`config.mk`:
```
export PLATFORM = sky130hd
export DESIGN_NAME = maze_mem_arbiter_flat
export DESIGN_NICKNAME = d
export VERILOG_FILES = /design/src/rtl/maze_mem_arbiter_if.sv /design/src/rtl/maze_mem_arbiter.sv /design/src/flat_wrapper.sv
export SDC_FILE = /design/constraint.sdc
export NUM_CORES = 1
export LEC_CHECK = 0
export BUFFER_PORTS_ARGS = -buffer_cell sky130_fd_sc_hd__buf_2
export CAP_MARGIN = 25
export CORE_ASPECT_RATIO = 1.1
export CORE_UTILIZATION = 45
export CTS_BUF_LIST = sky130_fd_sc_hd__clkbuf_8
export DETAILED_ROUTE_END_ITERATION = 10
export HOLD_SLACK_MARGIN = 0.12
export PLACE_DENSITY = 0.85
export SYNTH_ARGS = -nofsm -noshare
export SYNTH_HDL_FRONTEND = slang
export SYNTH_SLANG_ARGS = --single-unit
```
`constraint.sdc`:
```
create_clock -name clk -period 3.8 [get_ports clk]
set_input_delay 0.38 -clock clk [delete_from_list [all_inputs] [get_ports clk]]
set_output_delay 0.38 -clock clk [all_outputs]
set_load 0.01 [all_outputs]
```
`src/rtl/maze_mem_arbiter_if.sv`:
```
// Maze cell memory arbiter bus: two requesters plus the memory port.
// slave = arbiter side, master = requesters/memory side.
interface maze_mem_arbiter_if #(
  parameter int ADDR_W = 8,
  parameter int DATA_W = 1
);
  logic              a_req;
  logic              a_we;
  logic [ADDR_W-1:0] a_addr;
  logic [DATA_W-1:0] a_wdata;
  logic              a_ack;
  logic [DATA_W-1:0] a_rdata;
  logic              b_req;
  logic              b_we;
  logic [ADDR_W-1:0] b_addr;
  logic [DATA_W-1:0] b_wdata;
  logic              b_ack;
  logic [DATA_W-1:0] b_rdata;
  logic              mem_en;
  logic              mem_we;
  logic [ADDR_W-1:0] mem_addr;
  logic [DATA_W-1:0] mem_wdata;
  logic [DATA_W-1:0] mem_rdata;
  logic              busy;
  logic              owner;

  modport slave (
    input  a_req, a_we, a_addr, a_wdata,
    input  b_req, b_we, b_addr, b_wdata,
    input  mem_rdata,
    output a_ack, a_rdata, b_ack, b_rdata,
    output mem_en, mem_we, mem_addr, mem_wdata,
    output busy, owner
  );

  modport master (
    output a_req, a_we, a_addr, a_wdata,
    output b_req, b_we, b_addr, b_wdata,
    output mem_rdata,
    input  a_ack, a_rdata, b_ack, b_rdata,
    input  mem_en, mem_we, mem_addr, mem_wdata,
    input  busy, owner
  );
endinterface

```
`src/rtl/maze_mem_arbiter.sv`:
```
// Two-port arbiter onto the single-port maze cell memory.
// One outstanding access; round-robin or solver-priority.
module maze_mem_arbiter #(
  parameter int ADDR_W  = 8,
  parameter int DATA_W  = 1,
  parameter int MEM_LAT = 1,
  parameter bit PRIO_A  = 1'b0
) (
  input logic clk,
  input logic rst,
  maze_mem_arbiter_if.slave bus
);
  typedef enum logic [1:0] {
    IDLE, ISSUE, WAIT, RESP
  } state_t;

  localparam int CW = (MEM_LAT > 1) ? $clog2(MEM_LAT) : 1;

  state_t            state;
  state_t            state_nx;
  logic              owner;
  logic              pick;
  logic              any_req;
  logic              lat_we;
  logic [ADDR_W-1:0] lat_addr;
  logic [DATA_W-1:0] lat_wdata;
  logic [CW-1:0]     cnt;
  logic [DATA_W-1:0] a_rd;
  logic [DATA_W-1:0] b_rd;

  assign any_req = bus.a_req | bus.b_req;

  // winner selection: lone requester, else priority or the non-owner
  always_comb begin
    pick = bus.b_req;
    if (bus.a_req && bus.b_req)
      pick = PRIO_A ? 1'b0 : ~owner;
  end

  // state register
  always_ff @(posedge clk or posedge rst) begin
    if (rst) state <= IDLE;
    else     state <= state_nx;
  end

  // next-state logic
  always_comb begin
    state_nx = state;
    unique case (state)
      IDLE:  if (any_req) state_nx = ISSUE;
      ISSUE: state_nx = lat_we ? RESP : WAIT;
      WAIT:  if (cnt == '0) state_nx = RESP;
      RESP:  state_nx = IDLE;
      default: state_nx = IDLE;
    endcase
  end

  // grant latch, read-latency counter and per-port read data
  always_ff @(posedge clk or posedge rst) begin
    if (rst) begin
      owner     <= 1'b1;
      lat_we    <= 1'b0;
      lat_addr  <= '0;
      lat_wdata <= '0;
      cnt       <= '0;
      a_rd      <= '0;
      b_rd      <= '0;
    end else begin
      if (state == IDLE && any_req) begin
        owner     <= pick;
        lat_we    <= pick ? bus.b_we    : bus.a_we;
        lat_addr  <= pick ? bus.b_addr  : bus.a_addr;
        lat_wdata <= pick ? bus.b_wdata : bus.a_wdata;
      end
      if (state == ISSUE)
        cnt <= CW'(MEM_LAT - 1);
      else if (state == WAIT && cnt != '0)
        cnt <= cnt - 1'b1;
      if (state == WAIT && cnt == '0) begin
        if (owner) b_rd <= bus.mem_rdata;
        else       a_rd <= bus.mem_rdata;
      end
    end
  end

  // outputs decoded from state and latches only
  always_comb begin
    bus.mem_en    = (state == ISSUE);
    bus.mem_we    = (state == ISSUE) & lat_we;
    bus.mem_addr  = lat_addr;
    bus.mem_wdata = lat_wdata;
    bus.a_ack     = (state == RESP) & ~owner;
    bus.b_ack     = (state == RESP) & owner;
    bus.a_rdata   = a_rd;
    bus.b_rdata   = b_rd;
    bus.busy      = (state != IDLE);
    bus.owner     = owner;
  end
endmodule
```
`src/flat_wrapper.sv`:
```
// flat-port wrapper written by rule: the top's interface ports become plain ports
module maze_mem_arbiter_flat 
#(
  parameter int ADDR_W  = 8,
  parameter int DATA_W  = 1,
  parameter int MEM_LAT = 1,
  parameter bit PRIO_A  = 1'b0
)
  (clk, rst, bus_a_req, bus_a_we, bus_a_addr, bus_a_wdata, bus_b_req, bus_b_we, bus_b_addr, bus_b_wdata, bus_mem_rdata, bus_a_ack, bus_a_rdata, bus_b_ack, bus_b_rdata, bus_mem_en, bus_mem_we, bus_mem_addr, bus_mem_wdata, bus_busy, bus_owner);
  maze_mem_arbiter_if #(.ADDR_W(ADDR_W), .DATA_W(DATA_W)) bus_i ();
  input logic clk;
  input logic rst;
  input wire logic [$bits(bus_i.a_req)-1:0] bus_a_req;
  input wire logic [$bits(bus_i.a_we)-1:0] bus_a_we;
  input wire logic [$bits(bus_i.a_addr)-1:0] bus_a_addr;
  input wire logic [$bits(bus_i.a_wdata)-1:0] bus_a_wdata;
  input wire logic [$bits(bus_i.b_req)-1:0] bus_b_req;
  input wire logic [$bits(bus_i.b_we)-1:0] bus_b_we;
  input wire logic [$bits(bus_i.b_addr)-1:0] bus_b_addr;
  input wire logic [$bits(bus_i.b_wdata)-1:0] bus_b_wdata;
  input wire logic [$bits(bus_i.mem_rdata)-1:0] bus_mem_rdata;
  output wire logic [$bits(bus_i.a_ack)-1:0] bus_a_ack;
  output wire logic [$bits(bus_i.a_rdata)-1:0] bus_a_rdata;
  output wire logic [$bits(bus_i.b_ack)-1:0] bus_b_ack;
  output wire logic [$bits(bus_i.b_rdata)-1:0] bus_b_rdata;
  output wire logic [$bits(bus_i.mem_en)-1:0] bus_mem_en;
  output wire logic [$bits(bus_i.mem_we)-1:0] bus_mem_we;
  output wire logic [$bits(bus_i.mem_addr)-1:0] bus_mem_addr;
  output wire logic [$bits(bus_i.mem_wdata)-1:0] bus_mem_wdata;
  output wire logic [$bits(bus_i.busy)-1:0] bus_busy;
  output wire logic [$bits(bus_i.owner)-1:0] bus_owner;
  assign bus_i.a_req = bus_a_req;
  assign bus_i.a_we = bus_a_we;
  assign bus_i.a_addr = bus_a_addr;
  assign bus_i.a_wdata = bus_a_wdata;
  assign bus_i.b_req = bus_b_req;
  assign bus_i.b_we = bus_b_we;
  assign bus_i.b_addr = bus_b_addr;
  assign bus_i.b_wdata = bus_b_wdata;
  assign bus_i.mem_rdata = bus_mem_rdata;
  assign bus_a_ack = bus_i.a_ack;
  assign bus_a_rdata = bus_i.a_rdata;
  assign bus_b_ack = bus_i.b_ack;
  assign bus_b_rdata = bus_i.b_rdata;
  assign bus_mem_en = bus_i.mem_en;
  assign bus_mem_we = bus_i.mem_we;
  assign bus_mem_addr = bus_i.mem_addr;
  assign bus_mem_wdata = bus_i.mem_wdata;
  assign bus_busy = bus_i.busy;
  assign bus_owner = bus_i.owner;
  maze_mem_arbiter #(.ADDR_W(ADDR_W), .DATA_W(DATA_W), .MEM_LAT(MEM_LAT), .PRIO_A(PRIO_A)) u_core (.clk(clk), .rst(rst), .bus(bus_i));
endmodule
```
Word-level counts from Yosys, hierarchy flattened
Index checks and enable logic that the tools add are counted.

storage, ports and cells
  register bits after elaboration = 16
  word-level logic and storage cells = 40

operators by class
  bitwise logic cells = 6
  reduce and logical (&&, ||, !) cells = 10
  mux-type cells = 10
  $add $sub $neg = 1
  equal/unequal tests = 5

operators with widths
  operator                                                         count
  8-bit 2-to-1 mux                                                 1
  2-bit case mux with 4 select lines                               1
  1-bit 2-to-1 mux                                                 6
  2-bit AND reduction                                              3
  2-bit == test, second input constant                             2
  1-bit logical AND                                                4
  2-bit 2-to-1 mux                                                 2
  2-bit nonzero test                                               2
  1-bit AND                                                        3
  2-bit by 1-bit == test with 1-bit output, second input constant  1
  2-bit zero test                                                  1
  2-bit by 1-bit != test with 1-bit output, second input constant  1
  2-bit != test, second input constant                             1
  1-bit NOT                                                        2
  1-bit bitwise OR                                                 1
  1-bit subtractor, second input constant                          1

Longest topological paths before layout
  word-level depth = 4
  mapped depth = 6

Least setup slack after synthesis
No wires, ideal clock.

  path type = reg-to-reg
  start point = register u_core.state[0]
  end point = register u_core.a_rd (netlist: u_core.bus.a_rdata)
  setup slack = 2405 ps
  arrival time = 1271 ps
  cell stages (with the launch flop) = 5
  setup time = 125 ps
  period minus slack after synthesis = 1395 ps
  path through = dfrtp_1 -> inv_1 -> ha_1 -> nor3b_1 -> mux2_2

between the ends
  longest elaborated chain between the ends = 3

ends and longest elaborated chain
  what                           RTL line                RTL
  start, declared                maze_mem_arbiter.sv:19  state_t state;
  start signal, assigned         maze_mem_arbiter.sv:43  else state <= state_nx;
  2-bit == test                  maze_mem_arbiter.sv:79  if (state == WAIT && cnt == '0) begin
  1-bit logical AND              maze_mem_arbiter.sv:79
  2-bit AND reduction (no line)  --
  end signal, assigned           maze_mem_arbiter.sv:81  else a_rd <= bus.mem_rdata;
  end, declared                  maze_mem_arbiter.sv:28  logic [DATA_W-1:0] a_rd;

No other way between the ends.
A chain may end at the register's enable or synchronous reset.

Final worst setup path
  start point = register u_core.state[0]
  end point = register u_core.lat_addr[6] (netlist: u_core.bus.mem_addr[6])

between the ends
  longest elaborated chain between the ends = 2

ends and longest elaborated chain
  what                  RTL line                RTL
  2-bit zero test       maze_mem_arbiter.sv:69  if (state == IDLE && any_req) begin
  1-bit logical AND     maze_mem_arbiter.sv:69
  end signal, assigned  maze_mem_arbiter.sv:72  lat_addr <= pick ? bus.b_addr : bus.a_addr;
  end, declared         maze_mem_arbiter.sv:25  logic [ADDR_W-1:0] lat_addr;

No other way between the ends.

==> summary.txt <==
Run status
  • Outcome: finished, violations left
  • Failing checks: DRC

Global route
  • Total global-route track usage: 19.7%
  • Vias in the first global route: just over 700
  • Antenna violations before repair: 0
  • Largest net degree at the start of global routing: 21
  • First-pass GRT wire length: 2.96 mm
  • GR Overflow Total: 0

Setup path
  • Reg-to-Reg Start: u_core.state[0]
  • Max incr delay on CP: 570 ps
  • Worst-path maximum fanout: 20
  • Worst Path Arrival: 1920 ps
  • CP max-delay cell: o21a_1
  • Worst Setup SP: u_core.state[0]
  • Crit. End Element: flop
  • Critical-path cell list: inv_1, ha_1, o21a_1, nor2_1, a31oi_1
  • Startpoint Class: flop
  • Required time worst endpoint: just under 4000 ps
  • Crit Path Category: flop to flop

Yosys
  • Netlist Area Pre-Place: around 850 µm²
  • Area contributors post-synth: dfrtp_1 (44%), nand2_1 (8.8%), a31oi_1 (8.1%)
  • Synthesized instance count: 89
  • Register area share after synthesis: 47.1%
  • Cell variety after synth: 25
  • Synth Register Bits: 16
  • Yosys warns: 0
  • Synth top area share: 44.0%
  • Leading area contributor after synthesis: dfrtp_1
  • Synth Area per Inst: between 9 and 10 µm²
  • Synthesized netlist net count: ~120

Drt
  • DR vias/cell: 5.22
  • Antenna Violating Nets Remaining: 0
  • WL per Instance: 12.3 µm
  • Vias: 773
  • Drt total wl: 1.82 mm
  • # DRC: 3
  • Pre-antenna DRT Iters: 7
  • DR iter-0 viols: 17

Timing
  • Clock skew: roughly 2.3 ps
  • Final hold violation count: 0
  • Slew Limit Fails: 0
  • WHS: 194 ps
  • Fin Setup TNS: 0 ps
  • Rel. slew slack: 58.7%
  • Maximum clock frequency: 574 MHz
  • Tcrit/Tclk final: between 40% and 50%
  • Worst setup margin: 2060 ps
  • Worst-Margin Slew: 619 ps
  • RSZ-0062 raised after global routing: no
  • Fin crit period: 1740 ps
  • Final setup fails: 0

Clocking
  • Setup bufs post-CTS: 0
  • Worst skew pair latency: 250 ps
  • CTS H-tree depth: 1
  • Clock transition at path regs: 60 ps
  • Max clock buf depth: 2
  • Root Driver: clkbuf_8
  • Clock sink total: 16
  • Hold_buf cts: 0
  • Post-CTS sizing: 0
  • TritonCTS buffer count: 3
  • CTS tree: built

Power and ir drop
  • Switching share of power: roughly 39%
  • P_leak: 0.560 nW
  • Tot Pwr: between 0.0008 and 0.0009 W
  • Design internal power: 0.000534 W
  • PD cells: 789 nW/µm²
  • Sw power: 0.000338 W
  • Reg power frac: between 30% and 40%
  • Logic pwr share: 46.2%
  • Power share of the clock group: 17.3%
  • Worst VDD drop: between 0.4 and 0.5 mV

Layout
  • Layout cells sized above 1: 39.2%
  • Final antenna diode count: 0
  • Area grow syn2layout: 29.5%
  • Total Nets Final: 161

Place
  • Placer Congestion: 0.736
  • Pre-CTS setup slack: 2070 ps
  • Input/output buffers: between 40 and 50
  • Hpwl dp: ~1.4 mm

Floorplanning
  • IO Count: 42
  • Starting Density: between 40% and 50%
  • Area of the core: 1780 µm²
  • Row cnt: 16
  • Die width: 43.5 µm
  • Die Area: 2070 µm²
  • Die Y-Extent: between 40 and 50 µm

Min path
  • Hold Path Class: primary input to async pin

Flow run
  • MaxCap Viol Count: 0
-- final timing paths --
kind	to	slack [ps]	depth (start not counted)
worst max-delay path	u_core.bus.mem_addr[6]	2060	5
worst min register to register	u_core.bus.b_rdata	500	1
min in group clk	u_core.bus.b_rdata	370	2
worst max register to register	u_core.bus.mem_addr[6]	2060	5
worst min-delay path	u_core.lat_we	190	2
max in group asynchronous	u_core.bus.b_rdata	3200	2
-- critical path: cells and delay by family (launching register included) --
kind / cells / cell delay [ps]
flip-flops: 1 / 410
AO/OA/AOI/OAI: 2 / 720
adder cells (fa/ha/maj): 1 / 300
AND/OR/NAND/NOR: 1 / 90
buffers and inverters: 1 / 130
-- logic make-up (layout without fill, tap and decap cells) --
logic type      count (synthesis)  count (layout)  share of synthesized area (%)
compound gates                 18              18                           16.4
fa+ha+maj                       5               5                           7.33
buf+inv                         8              49                           5.42
flops                          16              16                           47.1
mux                             3               3                           3.96
simple gates                   39              39                           19.8
-- power groups by stage --
stage / Clock [W] / Combinational, W / Sequential [W]
after floorplan: 0 / 0.000261 / 0.000334
after global placement: 0 / 0.000386 / 0.000315
after detailed placement: 0 / 0.000406 / 0.000321
after CTS: 0.000154 / 0.000407 / 0.000319
after global routing: 0.000162 / 0.000464 / 0.000332
final: 0.000151 / 0.000403 / 0.000318
-- state kept, by name, indices dropped and copies added, names as in the netlist --
name	cells
u_core.bus.a_rdata	1
u_core.cnt	1
u_core.bus.mem_wdata	1
u_core.bus.owner	1
u_core.state	2
u_core.bus.b_rdata	1
u_core.lat_we	1
u_core.bus.mem_addr	8
-- cells in the mapped netlist --
cell / count
a21bo_1: 1
a21boi_4: 1
a21oi_1: 1
a221oi_1: 1
a22oi_2: 1
a2bb2oi_1: 1
a31oi_1: 11
and2_1: 2
buf_2: 1
buf_4: 2
buf_6: 1
dfrtp_1: 15
dfstp_2: 1
ha_1: 5
inv_1: 4
mux2_1: 1
mux2_2: 2
nand2_1: 20
nand3b_1: 1
nor2_1: 11
nor2_2: 1
nor2b_1: 1
nor3_1: 1
nor3b_1: 2
o21a_1: 1
-- layout by cell type, fill, tap and decap left out --
cell type | netlist | final
inv_1 | 4 | 4
nor3_1 | 1 | 1
mux2_2 | 2 | 2
a21boi_4 | 1 | 1
a21oi_1 | 1 | 1
nor3b_1 | 2 | 2
a21bo_1 | 1 | 1
and2_1 | 2 | 2
a2bb2oi_1 | 1 | 1
nand3b_1 | 1 | 1
nor2b_1 | 1 | 1
o21a_1 | 1 | 1
mux2_1 | 1 | 1
a221oi_1 | 1 | 1
a31oi_1 | 11 | 11
clkbuf_8 | 0 | 4
nand2_1 | 20 | 20
dfrtp_1 | 15 | 15
dfstp_2 | 1 | 1
nor2_2 | 1 | 1
nor2_1 | 11 | 11
buf_2 | 1 | 41
a22oi_2 | 1 | 1
ha_1 | 5 | 5
-- per-stage QoR --
step	util [%]	cells	area, µm²
6_report	62.0	148	1100
5_1_grt	62.0	148	1100
4_1_cts	62.0	148	1100
3_5_place_dp	58.9	144	1050
3_3_place_gp	58.9	144	1050
2_1_floorplan	-	89	853
-- cell type report --
class | count | area [µm²]
Multi-Input combinational cell | 65 | 405
Timing Repair Buffer | 41 | 205
Tap cell | 18 | 22.5
Fill cell | 154 | 677
Clock buffer | 4 | 55.1
Sequential cell | 16 | 402
Inverter | 4 | 15.0
-- routing by layer --
metal / wire [µm] / global-route usage, % / vias up
met5: 0 / 0 / -
met4: 0 / 6.25 / 0
met3: 117 / 4.91 / 0
met2: 926 / 34.8 / 32
met1: 771 / 24.0 / 354
li1: - / - / 387
No activity file was read; power rests on OpenSTA's default activity.
